[config.mk]
export PLATFORM = sky130hd
export DESIGN_NAME = axis_packet_length
export DESIGN_NICKNAME = d
export VERILOG_FILES = /design/src/rtl/axis_len_pkg.sv /design/src/rtl/len_record_fifo.sv /design/src/rtl/one_hot_to_count.sv /design/src/rtl/axis_packet_length.sv
export SDC_FILE = /design/constraint.sdc
export NUM_CORES = 1
export LEC_CHECK = 0
export CORE_MARGIN = 4
export CORE_UTILIZATION = 50
export CTS_BUF_LIST = sky130_fd_sc_hd__clkbuf_16
export CTS_CLUSTER_DIAMETER = 150
export DETAILED_ROUTE_END_ITERATION = 6
export MAX_ROUTING_LAYER = met4
export PLACE_DENSITY = 0.67
export SLEW_MARGIN = 0
export SYNTH_ARGS = -nofsm -noshare
export SYNTH_HDL_FRONTEND = slang
export SYNTH_SLANG_ARGS = --single-unit
[constraint.sdc]
create_clock -name clk -period 5.3 [get_ports clk]
set_input_delay 1.06 -clock clk [delete_from_list [all_inputs] [get_ports clk]]
set_output_delay 1.06 -clock clk [all_outputs]
set_load 0.02 [all_outputs]
[src/rtl/axis_len_pkg.sv]
// rtl/axis_len_pkg.sv - shared widths, flag indices and state type for the packet length tap
package axis_len_pkg;

    localparam int C_S_AXIS_DATA_WIDTH = 256;
    localparam int KEEP_WIDTH          = C_S_AXIS_DATA_WIDTH / 8;
    localparam int CNT_WIDTH           = $clog2(KEEP_WIDTH + 2);

    localparam int FLAG_KEEP_ERR = 0;
    localparam int FLAG_SAT      = 1;

    typedef enum logic {
        ST_IDLE,
        ST_IN_PKT
    } len_state_t;

endpackage

[src/rtl/len_record_fifo.sv]
// rtl/len_record_fifo.sv - first-word-fall-through record FIFO with occupancy counter and drop pulse
module len_record_fifo #(
    parameter int WIDTH = 34,
    parameter int DEPTH = 4
) (
    input  logic             clk,
    input  logic             reset,
    input  logic             i_push,
    input  logic [WIDTH-1:0] i_push_data,
    output logic             o_drop,
    output logic             o_valid,
    input  logic             i_ready,
    output logic [WIDTH-1:0] o_data
);

    localparam int PTR_W = $clog2(DEPTH);
    localparam int CNT_W = $clog2(DEPTH + 1);

    logic [WIDTH-1:0] r_mem [DEPTH];
    logic [PTR_W-1:0] r_wr_ptr;
    logic [PTR_W-1:0] r_rd_ptr;
    logic [CNT_W-1:0] r_count;

    logic w_pop;
    logic w_accept;

    assign w_pop    = (r_count != '0) && i_ready;
    // A pop in the same cycle frees a slot, so a full FIFO still accepts.
    assign w_accept = i_push && ((r_count != CNT_W'(DEPTH)) || w_pop);
    assign o_drop   = i_push && !w_accept;
    assign o_valid  = (r_count != '0);
    assign o_data   = r_mem[r_rd_ptr];

    always_ff @(posedge clk) begin
        if (reset) begin
            r_wr_ptr <= '0;
            r_rd_ptr <= '0;
            r_count  <= '0;
            for (int i = 0; i < DEPTH; i++) begin
                r_mem[i] <= '0;
            end
        end else begin
            if (w_accept) begin
                r_mem[r_wr_ptr] <= i_push_data;
                r_wr_ptr        <= r_wr_ptr + 1'b1;
            end
            if (w_pop) begin
                r_rd_ptr <= r_rd_ptr + 1'b1;
            end
            if (w_accept && !w_pop) begin
                r_count <= r_count + 1'b1;
            end else if (!w_accept && w_pop) begin
                r_count <= r_count - 1'b1;
            end
        end
    end

endmodule

[src/rtl/one_hot_to_count.sv]
// rtl/one_hot_to_count.sv - one-hot position to 1-based count, zero when not exactly one bit set
module one_hot_to_count
    import axis_len_pkg::*;
#(
    parameter int IN_WIDTH  = KEEP_WIDTH,
    parameter int OUT_WIDTH = CNT_WIDTH
) (
    input  logic [IN_WIDTH-1:0]  i_one_hot,
    output logic [OUT_WIDTH-1:0] o_count
);

    logic w_seen;
    logic w_multi;
    logic [OUT_WIDTH-1:0] w_pos;

    always_comb begin
        w_seen  = 1'b0;
        w_multi = 1'b0;
        w_pos   = '0;
        for (int i = 0; i < IN_WIDTH; i++) begin
            if (i_one_hot[i]) begin
                w_multi = w_multi | w_seen;
                w_seen  = 1'b1;
                w_pos   = OUT_WIDTH'(i + 1);
            end
        end
        o_count = (w_seen && !w_multi) ? w_pos : '0;
    end

endmodule

[src/rtl/axis_packet_length.sv]
// rtl/axis_packet_length.sv - passive AXI-Stream tap measuring packet bytes and beats into a record FIFO
module axis_packet_length #(
    parameter int C_S_AXIS_DATA_WIDTH = 256,
    parameter int LEN_WIDTH           = 16,
    parameter int FIFO_DEPTH          = 4
) (
    input  logic                             clk,
    input  logic                             reset,
    input  logic                             s_axis_tvalid,
    input  logic                             s_axis_tready,
    input  logic [C_S_AXIS_DATA_WIDTH/8-1:0] s_axis_tkeep,
    input  logic                             s_axis_tlast,
    output logic                             m_len_valid,
    input  logic                             m_len_ready,
    output logic [LEN_WIDTH-1:0]             m_len_bytes,
    output logic [LEN_WIDTH-1:0]             m_len_beats,
    output logic [1:0]                       m_len_flags,
    output logic                             in_packet,
    output logic [15:0]                      drop_count
);

    import axis_len_pkg::*;

    localparam int KW    = C_S_AXIS_DATA_WIDTH / 8;
    localparam int CW    = $clog2(KW + 2);
    localparam int REC_W = 2 * LEN_WIDTH + 2;
    localparam logic [LEN_WIDTH:0] LEN_MAX = {1'b0, {LEN_WIDTH{1'b1}}};

    len_state_t r_state;
    len_state_t w_state_nxt;

    logic [LEN_WIDTH-1:0] r_bytes;
    logic [LEN_WIDTH-1:0] r_beats;
    logic [1:0]           r_flags;
    logic [15:0]          r_drop_count;

    logic                 w_beat;
    logic [KW-1:0]        w_last_oh;
    logic [CW-1:0]        w_cnt;
    logic [LEN_WIDTH:0]   w_byte_inc;
    logic [LEN_WIDTH:0]   w_bytes_sum;
    logic [LEN_WIDTH:0]   w_beats_sum;
    logic                 w_sat;
    logic                 w_keep_err;
    logic [LEN_WIDTH-1:0] w_bytes_fin;
    logic [LEN_WIDTH-1:0] w_beats_fin;
    logic [1:0]           w_flags_fin;
    logic                 w_push;
    logic                 w_drop;
    logic [REC_W-1:0]     w_push_data;
    logic [REC_W-1:0]     w_head;

    assign w_beat    = s_axis_tvalid && s_axis_tready;
    // The top bit survives the shift mask unchanged, so a full keep marks byte 31.
    assign w_last_oh = s_axis_tkeep & ~(s_axis_tkeep >> 1);

    one_hot_to_count #(
        .IN_WIDTH  (KW),
        .OUT_WIDTH (CW)
    ) u_one_hot_to_count (
        .i_one_hot (w_last_oh),
        .o_count   (w_cnt)
    );

    always_comb begin
        w_byte_inc  = s_axis_tlast ? (LEN_WIDTH+1)'(w_cnt) : (LEN_WIDTH+1)'(KW);
        w_bytes_sum = {1'b0, r_bytes} + w_byte_inc;
        w_beats_sum = {1'b0, r_beats} + 1'b1;
        w_sat       = (w_bytes_sum > LEN_MAX) || (w_beats_sum > LEN_MAX);
        w_keep_err  = s_axis_tlast && (w_cnt == '0);
        w_bytes_fin = (w_bytes_sum > LEN_MAX) ? LEN_MAX[LEN_WIDTH-1:0] : w_bytes_sum[LEN_WIDTH-1:0];
        w_beats_fin = (w_beats_sum > LEN_MAX) ? LEN_MAX[LEN_WIDTH-1:0] : w_beats_sum[LEN_WIDTH-1:0];
        w_flags_fin = r_flags;
        w_flags_fin[FLAG_SAT]      = r_flags[FLAG_SAT] | w_sat;
        w_flags_fin[FLAG_KEEP_ERR] = r_flags[FLAG_KEEP_ERR] | w_keep_err;
    end

    assign w_push      = w_beat && s_axis_tlast;
    assign w_push_data = {w_flags_fin, w_beats_fin, w_bytes_fin};

    always_comb begin
        w_state_nxt = r_state;
        case (r_state)
            ST_IDLE:   if (w_beat && !s_axis_tlast) w_state_nxt = ST_IN_PKT;
            ST_IN_PKT: if (w_beat && s_axis_tlast)  w_state_nxt = ST_IDLE;
            default:   w_state_nxt = ST_IDLE;
        endcase
    end

    always_ff @(posedge clk) begin
        if (reset) begin
            r_state      <= ST_IDLE;
            r_bytes      <= '0;
            r_beats      <= '0;
            r_flags      <= '0;
            r_drop_count <= '0;
        end else begin
            r_state <= w_state_nxt;
            if (w_beat) begin
                if (s_axis_tlast) begin
                    r_bytes <= '0;
                    r_beats <= '0;
                    r_flags <= '0;
                end else begin
                    r_bytes <= w_bytes_fin;
                    r_beats <= w_beats_fin;
                    r_flags <= w_flags_fin;
                end
            end
            if (w_drop && (r_drop_count != 16'hFFFF)) begin
                r_drop_count <= r_drop_count + 16'd1;
            end
        end
    end

    len_record_fifo #(
        .WIDTH (REC_W),
        .DEPTH (FIFO_DEPTH)
    ) u_len_record_fifo (
        .clk         (clk),
        .reset       (reset),
        .i_push      (w_push),
        .i_push_data (w_push_data),
        .o_drop      (w_drop),
        .o_valid     (m_len_valid),
        .i_ready     (m_len_ready),
        .o_data      (w_head)
    );

    assign m_len_bytes = w_head[LEN_WIDTH-1:0];
    assign m_len_beats = w_head[2*LEN_WIDTH-1:LEN_WIDTH];
    assign m_len_flags = w_head[REC_W-1:2*LEN_WIDTH];
    assign in_packet   = (r_state == ST_IN_PKT);
    assign drop_count  = r_drop_count;

endmodule
# After elaboration in Yosys (flattened, before gate mapping)
# Memory sizes are Yosys's and may differ from the RTL's. A register that Yosys moved wholly into a read port is not among the register bits.
# Cells that the tools add are included.
# word_totals
reg_bits	58
ram_bits	136
inputBits	38
output_inout_bits	52
word_cells	193
n_memories	1
# mem_list
name	depth	width	read_ports	rd_ports_with_merged_regs	write_ports	line	rtl
u_len_record_fifo.r_mem	4	34	1	1	4	len_record_fifo.sv:19	logic [WIDTH-1:0] r_mem [DEPTH];
# classes
n_addsub	7
order_cmp	2
n_eq_ne	2
mux	117
bitwise	35
n_reduce_logical	21
# op_table
op	count
$mux W5	16
$mux W1	72
$mux W16	4
$gt A17 B16 Y1 const B	2
$mux W34	1
$reduce_or A34 Y1	1
$and A32 B32 Y32	1
$mux W4	8
$not A31 Y32	1
$or A1 B1 Y1	32
$mux W3	6
$mux W6	3
$add A16 B1 Y17 const B	1
$add A16 B6 Y17	1
$add A16 B1 Y16 const B	1
$ne A16 B16 Y1 const B	1
$mux W2	6
$logic_and A1 B1 Y1	11
$logic_not A6 Y1	1
$add A2 B1 Y2 const B	2
$logic_not A1 Y1	4
$add A3 B1 Y3 const B	1
$ne A3 B3 Y1 const B	1
$reduce_bool A3 Y1	1
other kinds (5)	6

# Depth between registers and ports, before layout
# logic_depth
word_depth	73
mapped_depth	17
mapped_depth_nobuf	16

# By module
# From an unflattened synthesis, not the netlist that was laid out.
# hier_totals
hier_cells	978
area_unflattened_um2	10830.4
# modules_own_cells
mod	instances	cells_per_inst	area_per_inst_um2	seq_area_each_um2
len_record_fifo	1	377	6438.7	4264.1
axis_packet_length	1	488	3643.5	1021.0
one_hot_to_count	1	113	748.2	0.0

# Worst setup path before layout
# No wires, ideal clock.
# synth_path
kind	input to register
startpoint	input port s_axis_tkeep[6]
endpoint	memory u_len_record_fifo.r_mem[0][7], data pin
setup_ns	0.268
arrival_time_ns	4.616
t_required_ns	5.032
path_slack_ns	0.416
path_stages	16
path_buffers	1
cell_sequence	nor2b_2 > or4_4 > a211oi_4 > and2_1 > mux2i_1 > nand4_2 > a21oi_1 > ha_1 > a21o_1 > a21oi_1 > o21a_1 > o21ba_2 > clkbuf_1 > nor3b_1 > nor3_1 > nor2_1
# synth_lines
item	line	rtl
start: declaration	axis_packet_length.sv:11	input logic [C_S_AXIS_DATA_WIDTH/8-1:0] s_axis_tkeep,
end: declaration	len_record_fifo.sv:19	

==> results list <==
- CTS Buffer Depth: 2
- The number of pins exceeding their max-slew limit in the final report was 0.
- Setup repair after global routing left no endpoint under its margin.
- Vias/cell: 5.65
- The routed design has 22700 µm of wire.
* Mapped Nets: 986
* Worst Path Arrival: 5.15 ns
- Clk Latency, worst-skew pair: 0.44 ns
- After synthesis, the share of flip-flops with an asynchronous set or reset is 0.
- Buffer and inverter count on the worst path: 3
- Setup violations remaining at the end of the flow were counted as 0.
- Excluding fillers, the count of instances in the completed layout stands at 1319.
- For this design the total switching power over the nets is 1040 µW.
- 1st-iter DRT viols: 572
- Across the whole layout, storage elements account for 0.00529 mm².
- For this configuration, the core starts out at a cell density of 0.509.
- Broken down by cell family, the worst path's largest delay share belongs to simple AND/OR/NAND/NOR gates.
* Number of diodes: 0
- Yosys reg bits: 196
- Max-cap check violation count: 0
* Synth warnings: 0
- Combinational Power Share: 0.210
- Part of the total power dissipated in sequential elements: 0.460
- Vias in the first global route: 7116
- Sequential-to-total area share from yosys stat: 0.534
- Pin count of the biggest net entering global routing: 36
* Yosys cell types: 73
- VDD sags by at most 0.245 mV.
* Run status: finished clean
* Cell at the root of the clock tree: clkbuf_16
- Setup total negative slack on the finished layout was measured at 0 ns.
- The floorplan step defined a die boundary enclosing 0.0221 mm².
- Biggest area contributors in the synthesized netlist: edfxtp_1 (41%), dfxtp_1 (12%), mux4_2 (7.7%)
- The worst setup path is launched from a primary input.
- Yosys mapped a number of flops with a built-in enable equal to 136.
- Among all stages on the critical path, the largest delay is contributed by or4_4.
- Number of placed cells counting well taps: 1287
* Cts bufs inserted: 17
* Clock skew: 0.0101 ns
- Data on the critical path is required at its endpoint by 5.48 ns.
- Ratio of cells with drive above 1 in the final layout: 0.130
- The critical path is of the in -> reg type.
* Slew headroom: 0.250
- Post-route antenna net violation count: 0
- Pin placement for this block handled 90 I/O pins.
* Clock sink count: 196
* Global Route Usage Sum: 0.217
* Area of the mapped netlist: 0.00990 mm²
- Count of buffers from port buffering: 89
- Timing would allow up to 201 MHz.
* Cells after synthesis: 936
- In this run the worst path has a maximum fanout of 12.
- Placed wire-length estimate after detailed placement: 14900 µm
* Clock network fraction of total power: 0.330
- Measured along the y axis, the die boundary spans 149 µm.
- For this run the aggregate overflow at the end of global routing stands at 0.
- Summed over all instances, the cell type with the most area after synthesis is edfxtp_1.
- Most instantiated flip-flop cell in the synthesis netlist: edfxtp_1
* Worst Hold Class: reg -> reg
* Fill cell count: 1632
- The total area inside the core boundary comes to 0.0195 mm².
- Share of the clock period used by the worst path after layout: 0.937
- Weighted congestion reported at the end of routability-driven placement: 0.944
- Leakage power of the design: 0.00413 µW
- The average instance in the mapped netlist occupies 10.6 µm².
- Antenna violations before repair: 0
- Area used by multi-input combinational logic: 0.00435 mm²
- The number of failing hold endpoints at the final stage is 0.
- After the last flow step, the layout net total stands at 1091.
- For this design the ratio of total power to cell area is 319 mW/mm².
- The die is 149 µm wide.
- Std-Cell Rows: 51
- TritonCTS built the clock tree.
- Of the total power, the share spent switching nets is 0.274.
- The first global-routing pass estimated 37200 µm of wire.
- Share of the synthesized area in the top cell type: 0.412
* Period minus WS final: 4.97 ns
- Ordered cell list for the critical path: clkdlybuf4s50_1 -> nor2b_2 -> or4_4 -> a211oi_4 -> and2_1 -> mux2i_1 -> nand4_2 -> a21oi_1 -> ha_1 -> fa_1 -> a21o_1 -> a21oi_1 -> o21bai_1 -> a21oi_1 -> buf_4 -> o21ai_0 -> mux2i_1 -> buf_4 -> nor2_1
- CTS clk-pin slew, worst paths: 0.07 ns
* Max incr delay on CP: 0.57 ns
* Routed len/inst: 17.2 µm
- Internal power summed over all cells: 2760 µW
* Vias: 7454
- Critical path endpoint category: flip-flop
- After clock tree synthesis, the flow added hold-fix buffers numbering 0.
- Count of H-tree levels built during CTS: 4
- Worst-margin pin slew: 1.12 ns
* Overall power: 3800 µW
- Before antenna repair, the detailed router went through 5 iterations.
- The tightest hold path in the finished design has a slack of 0.482 ns.
- For this run, design rule violations remaining after detail routing come to 0.
* Area overhead of the layout relative to synthesis: 20.2%
- Most Frequent Cell on Critical Path: a21oi_1
final timing paths:
path | start | to | slack (ns) | depth (start not counted)
worst max-delay path | s_axis_tkeep[6] | u_len_record_fifo.r_mem[1][15] | 0.33 | 19
worst min-delay path | flip-flop | flip-flop | 0.48 | 1
worst max register to register | u_len_record_fifo.r_count[0] | u_len_record_fifo.r_mem[1][6] | 2.31 | 6
worst min register to register | flip-flop | flip-flop | 0.48 | 1
through the flow:
stage	instance area, µm²	util	setup WS, ns
floorplan	9900	-	0.416
finish	11900	0.612	0.333
global placement	11300	0.581	0.00748
detailed placement	11300	0.581	-0.159
global route	11900	0.612	0.0343
CTS	11900	0.611	0.286
sequential cells by signal, indices dropped and copies added, names as in the netlist, named ones only:
name and flops:
drop_count 16, u_len_record_fifo.r_mem 136, r_bytes 16, u_len_record_fifo.r_count 3
u_len_record_fifo.r_rd_ptr 2, r_beats 16, u_len_record_fifo.r_wr_ptr 2, r_flags 2
cells by family after synthesis:
logic type	synth area share
mux	0.0864
compound gates	0.107
fa+ha+maj	0.0167
buf+inv	0.0299
xor+xnor	0.0274
simple gates	0.199
flops	0.534
synthesized netlist by cell type (7+ instances only):
cell type	instances
nand2_1	61
a21oi_1	54
mux2i_1	9
nor2b_1	16
clkbuf_1	44
nor2_1	196
o21ai_0	38
nand3_1	16
ha_1	10
edfxtp_1	136
nand2b_1	12
or3_1	15
dfxtp_1	60
nor4_1	7
nand4_1	13
and2_1	10
inv_1	28
mux4_2	34
xor2_1	15
xnor2_1	16
and3_1	12
nor3_1	27
power groups by stage:
stage	clock (µW)	sequential, µW	combinational, µW
final	1260	1750	798
after global routing	1340	1760	856
after global placement	0	1790	805
after floorplan	0	1750	523
after detailed placement	0	1790	805
after CTS	1270	1750	808
layer usage:
layer,track usage,share of wire,vias to the layer above
met5,-,0,-
met4,0.0476,0.012,0
met3,0.0419,0.057,28
met2,0.323,0.45,222
met1,0.315,0.48,3576
li1,-,-,3628
cell type report:
type                    instances  area share
flip-flops and latches        196       0.444
clock buffers                  17      0.0357
clock inverters                15      0.0124
well taps                     265      0.0279
inverters                      28     0.00883
repair buffers                136       0.106
multi-input cells             662       0.365
cell usage in the layout (no fill, tap or decap), types with 5 or more instances in the layout:
master,instances
o21ai_0,38
nor4_1,7
mux2i_1,8
xnor2_1,16
and2_1,10
and4_1,5
inv_1,28
a211oi_1,6
clkbuf_16,17
nand2b_1,9
nor2_1,196
dfxtp_1,59
ha_1,10
nand2_1,61
nor3_1,26
o21a_1,6
a21oi_1,53
a31oi_1,6
or3_1,15
nor2b_1,16
xor2_1,15
and3_1,12
clkdlybuf4s50_1,89
edfxtp_1,136
nand3_1,16
mux4_2,34
nand4_1,13
buf_4,46
repair_timing:
action,in CTS,in global routing
resized for setup,0,4
endpoints found under the setup margin,0,13
hold endpoints to repair,0,0
setup buffers,0,0
Note: power is estimated with default switching activity, not from simulation.
